<file path="config.mk">
export PLATFORM = sky130hd
export DESIGN_NAME = hazard_ctrl
export DESIGN_NICKNAME = d
export VERILOG_FILES = /design/src/rtl/riscv_ctrl_pkg.sv /design/src/rtl/fwd_sel.sv /design/src/rtl/hazard_ctrl.sv
export SDC_FILE = /design/constraint.sdc
export NUM_CORES = 1
export LEC_CHECK = 0
export ABC_AREA = 0
export BUFFER_PORTS_ARGS = -buffer_cell sky130_fd_sc_hd__buf_2
export CAP_MARGIN = 30
export CORE_MARGIN = 8
export CORE_UTILIZATION = 42
export CTS_CLUSTER_DIAMETER = 200
export DETAILED_ROUTE_END_ITERATION = 8
export GPL_ROUTABILITY_DRIVEN = 0
export PLACE_DENSITY = 0.66
export REMOVE_ABC_BUFFERS = 1
export SYNTH_ARGS = -nofsm -noshare
export SYNTH_HDL_FRONTEND = slang
export SYNTH_SLANG_ARGS = --single-unit
</file>
<file path="constraint.sdc">
create_clock -name CLK -period 7.35 [get_ports CLK]
set_clock_uncertainty 0.05 [all_clocks]
set_input_delay 2.205 -clock CLK [delete_from_list [all_inputs] [get_ports CLK]]
set_output_delay 2.205 -clock CLK [all_outputs]
set_load 0.02 [all_outputs]
</file>
<file path="src/rtl/riscv_ctrl_pkg.sv">
// riscv_ctrl_pkg: forwarding-select codes and sequencing-FSM states shared by the pipeline control blocks
package riscv_ctrl_pkg;
  localparam logic [1:0] FWD_RF = 2'b00;
  localparam logic [1:0] FWD_EM = 2'b01;
  localparam logic [1:0] FWD_MW = 2'b10;
  typedef enum logic {ST_RUN = 1'b0, ST_MEMWAIT = 1'b1} state_t;
endpackage

</file>
<file path="src/rtl/fwd_sel.sv">
// fwd_sel: picks the EX operand source for one ID source register, nearest producer first
module fwd_sel
  import riscv_ctrl_pkg::*;
(
  input  logic [4:0] rs,
  input  logic [4:0] rd_de,
  input  logic       we_de,
  input  logic [4:0] rd_em,
  input  logic       we_em,
  output logic [1:0] sel
);
  always_comb
    sel = (rs != 5'd0 && we_de && rs == rd_de) ? FWD_EM :
          (rs != 5'd0 && we_em && rs == rd_em) ? FWD_MW : FWD_RF;
endmodule

</file>
<file path="src/rtl/hazard_ctrl.sv">
// hazard_ctrl: stall/flush sequencing, EX forwarding selects, perf counters and memory-timeout flag
module hazard_ctrl
  import riscv_ctrl_pkg::*;
#(
  parameter int WAIT_MAX = 255,
  parameter int CNT_W    = 32
) (
  input  logic             CLK,
  input  logic             RST,
  input  logic [4:0]       RS1_ID,
  input  logic [4:0]       RS2_ID,
  input  logic             USE_RS1_ID,
  input  logic             USE_RS2_ID,
  input  logic [4:0]       RD_DE,
  input  logic             RegWrite_DE,
  input  logic             MemRead_DE,
  input  logic [4:0]       RD_EM,
  input  logic             RegWrite_EM,
  input  logic             isBranch_E,
  input  logic             DMEM_REQ_EM,
  input  logic             DMEM_ACK,
  output logic             STALL_IF,
  output logic             STALL_FD,
  output logic             STALL_DE,
  output logic             STALL_EM,
  output logic             FLUSH_FD,
  output logic             FLUSH_DE,
  output logic             BUBBLE_MW,
  output logic             REDIRECT_EN,
  output logic [1:0]       FWD_A_DE,
  output logic [1:0]       FWD_B_DE,
  output logic [CNT_W-1:0] CNT_STALL,
  output logic [CNT_W-1:0] CNT_FLUSH,
  output logic             ERR_TIMEOUT
);
  state_t      state;
  logic [15:0] wcnt;
  logic        freeze, br, hz, lu;
  logic [1:0]  fa, fb;
  // the ACK cycle of a wait is already live, so it is excluded from freeze
  always_comb begin
    freeze = !DMEM_ACK && (state == ST_MEMWAIT || DMEM_REQ_EM);
    br = !freeze && isBranch_E;
    hz = MemRead_DE && RegWrite_DE && RD_DE != 5'd0 &&
         ((USE_RS1_ID && RS1_ID == RD_DE) || (USE_RS2_ID && RS2_ID == RD_DE));
    lu = !freeze && !br && hz;
  end
  assign STALL_IF    = freeze || lu;
  assign STALL_FD    = freeze || lu;
  assign STALL_DE    = freeze;
  assign STALL_EM    = freeze;
  assign BUBBLE_MW   = freeze;
  assign FLUSH_FD    = br;
  assign FLUSH_DE    = br || lu;
  assign REDIRECT_EN = br;
  fwd_sel u_fa (.rs(RS1_ID), .rd_de(RD_DE), .we_de(RegWrite_DE), .rd_em(RD_EM), .we_em(RegWrite_EM), .sel(fa));
  fwd_sel u_fb (.rs(RS2_ID), .rd_de(RD_DE), .we_de(RegWrite_DE), .rd_em(RD_EM), .we_em(RegWrite_EM), .sel(fb));
  always_ff @(posedge CLK) begin
    if (RST) begin
      state       <= ST_RUN;
      wcnt        <= '0;
      ERR_TIMEOUT <= 1'b0;
      FWD_A_DE    <= FWD_RF;
      FWD_B_DE    <= FWD_RF;
      CNT_STALL   <= '0;
      CNT_FLUSH   <= '0;
    end else begin
      if (state == ST_RUN) begin
        if (freeze) begin
          state <= ST_MEMWAIT;
          wcnt  <= '0;
        end
      end else if (DMEM_ACK) begin
        state <= ST_RUN;
      end else if (wcnt == 16'(WAIT_MAX - 1)) begin
        state       <= ST_RUN;
        wcnt        <= '0;
        ERR_TIMEOUT <= 1'b1;
      end else begin
        wcnt <= wcnt + 16'd1;
      end
      FWD_A_DE  <= FLUSH_DE ? FWD_RF : STALL_DE ? FWD_A_DE : fa;
      FWD_B_DE  <= FLUSH_DE ? FWD_RF : STALL_DE ? FWD_B_DE : fb;
      CNT_STALL <= CNT_STALL + CNT_W'(STALL_IF);
      CNT_FLUSH <= CNT_FLUSH + CNT_W'(REDIRECT_EN);
    end
  end
endmodule

</file>
==> qor.csv <==
metric,value,unit
critPathMaxFanout,10,
clock_path_buffers,2,
post_cts_buffers,0,
detail_route.wl_per_cell,14.31,um
final_nets,613,
drc,0,
synth.top_cells.by_count,"86 x dfxtp_1, 75 x nor2_1, 55 x xor2_1, 37 x nand3_1, 29 x xnor2_1",
htreeDepth,3,
worst_hold_slack,0.4304,ns
clockRootBuffer,clkbuf_8,
critPathCaptureType,primary output,
io_pins,107,
cts_tree,built,
status,"complete, no violations",
r2r_end,CNT_STALL[20],
drt.antenna.violating_nets,0,
drtIter0Drc,179,
grt_pass1_wl,16940,um
die_x,115.5,um
total_power,0.8286,mW
setup_viol,0,
first_global_vias,3615,
power_density,167.4,mW/mm^2
wirelength,10230,um
postCtsHoldBufs,0,
grt_usage,15.58,%
die_h,115.5,um
crit_arrival,4.06,ns
irDropWorstVdd,108.8,uV
ys_top_cells_by_area,"dfxtp_1 41%, xor2_1 12%, nor2_1 6.8%",
cts_buffers,9,
syn_inst,476,
cts.clk_slew.worst_paths,0.09,ns
post_drt_via_cell_ratio,5.130,
tightest_slew,0.9718,ns
finish.utilization,51.11,%
firstDrtPassIters,4,
synthFlopType,dfxtp_1,
min_to,ERR_TIMEOUT,
relSlewSlack,34.67,%
worstSetupPathType,primary input to primary output,
hold_viol,0,
fillers,981,
cts_num_sinks,86,
synth_top_area_cell,dfxtp_1,
dp_worst_setup_slack,1.048,ns
start_util,42.91,%
maxSlewViolCount,0,
clk_latency,0.34,ns
fp-row-count,36,
yosysUniqueCellTypes,47,
ys_ff_latch,86,
synth_area,0.004155,mm^2
period_minus_slack,6.312,ns
hold_start,ERR_TIMEOUT,
rsz0062_at_grt,false,
vias,3668,
drv_cap,0,
fin_crit_sh,85.88,%
seq_area_frac_synth,41.43,%
reg2reg_depth,12,
crit_path_start_kind,primary input,
gr-total-overflow,0,
cts_resized,0,
timing.setup.tns,0,ns
async_flop_share,0,%
worst_ep_required_time,5.10,ns
grt_max_degree,74,
fmax,0.1584,GHz
dp.final_hpwl,7717,um
antenna_found_initial,0,
synth_top_area_share,41.43,%
synth_edf_count,0,
timing.rr.start,state,
fp.dieArea,0.01333,mm^2
setup_ws,1.038,ns
port_buffers,106,
r2r_slack,3.26,ns
postSynthAreaPerCell,8.729,um^2
drive_gt1_share,23.54,%
core_area,0.009684,mm^2
synth.most_common_cell,dfxtp_1,
hp-class,flop to flop,
diodes,0,
p_leak,2.080,nW
holdPathStages,2,
ys.warnings.count,0,
area_growth,19.12,%
worst max-delay path, cell delays in order:
cell and delay [ns]:
buf_2 0.10, o21bai_2 0.32, inv_2 0.17, or4_1 0.53
a21oi_1 0.35, or2_2 0.21, buf_2 0.17
where the power goes:
group	internal [mW]	leakage (nW)	switching [mW]
Clock	0.125	0.0829	0.175
Combinational	0.0231	1.30	0.0361
Sequential	0.468	0.693	0.00200
state kept, by name, summed over array words and instances, names as in the netlist:
signal / count
wcnt: 16
CNT_FLUSH: 32
CNT_STALL: 32
ERR_TIMEOUT: 1
FWD_A_DE: 2
state: 1
FWD_B_DE: 2
kinds of logic (layout without fill, tap and decap cells):
family          count (synthesis)  count (layout)  share of synthesized area (%)
compound gates                 35              35                          5.330
fa+ha+maj                       6               6                          1.807
simple gates                  236             236                          30.38
buf+inv                        28             134                          3.101
xor+xnor                       84              84                          17.71
flops                          86              86                          41.43
mux                             1               1                         0.2409
cell usage in the layout, fill, tap and decap left out, drive strengths merged, types with 8 or more instances in the layout:
master and n:
nand2 27, buf 108, clkbuf 10, nor2 75
xnor2 29, nor3 10, inv 11, dfxtp 86
and4 11, and3 13, nand4 23, o21ai 13
nor4 8, xor2 55, nand3 37
per-layer routing:
layer / vias up / share of wire (%) / GRT usage (%)
li1: 1843 / - / -
met1: 1719 / 45 / 18.99
met2: 98 / 47 / 25.81
met3: 8 / 7.4 / 4.377
met4: 0 / 1.2 / 5.254
met5: - / 0 / 0
per-stage QoR:
stage | instances | area (um^2)
global route | 715 | 4950
global placement | 699 | 4776
finish | 715 | 4950
detailed placement | 699 | 4776
CTS | 715 | 4950
floorplan | 458 | 4064
worst max-delay path by stage:
stage,to,from,depth (start not counted),slack (ns)
final,STALL_IF,DMEM_REQ_EM,7,1.04
after detailed placement,STALL_IF,DMEM_REQ_EM,7,1.05
after CTS,STALL_IF,DMEM_REQ_EM,7,1.04
after global routing,STALL_IF,DMEM_REQ_EM,7,0.88
after floorplan,STALL_FD,DMEM_REQ_EM,5,1.29
after global placement,STALL_FD,DMEM_REQ_EM,7,1.15
area by class of cell:
| type | count | area, um^2 | area share, % |
|---|---|---|---|
| clock buffer | 10 | 127.6 | 2.578 |
| multi-input combinational | 362 | 2305 | 46.56 |
| tap | 133 | 166.4 | 3.362 |
| clock inverter | 6 | 46.29 | 0.9353 |
| sequential | 86 | 1722 | 34.78 |
| inverter | 10 | 37.54 | 0.7583 |
| timing repair buffer | 108 | 545.5 | 11.02 |
Note: power is estimated with default switching activity, not from simulation.
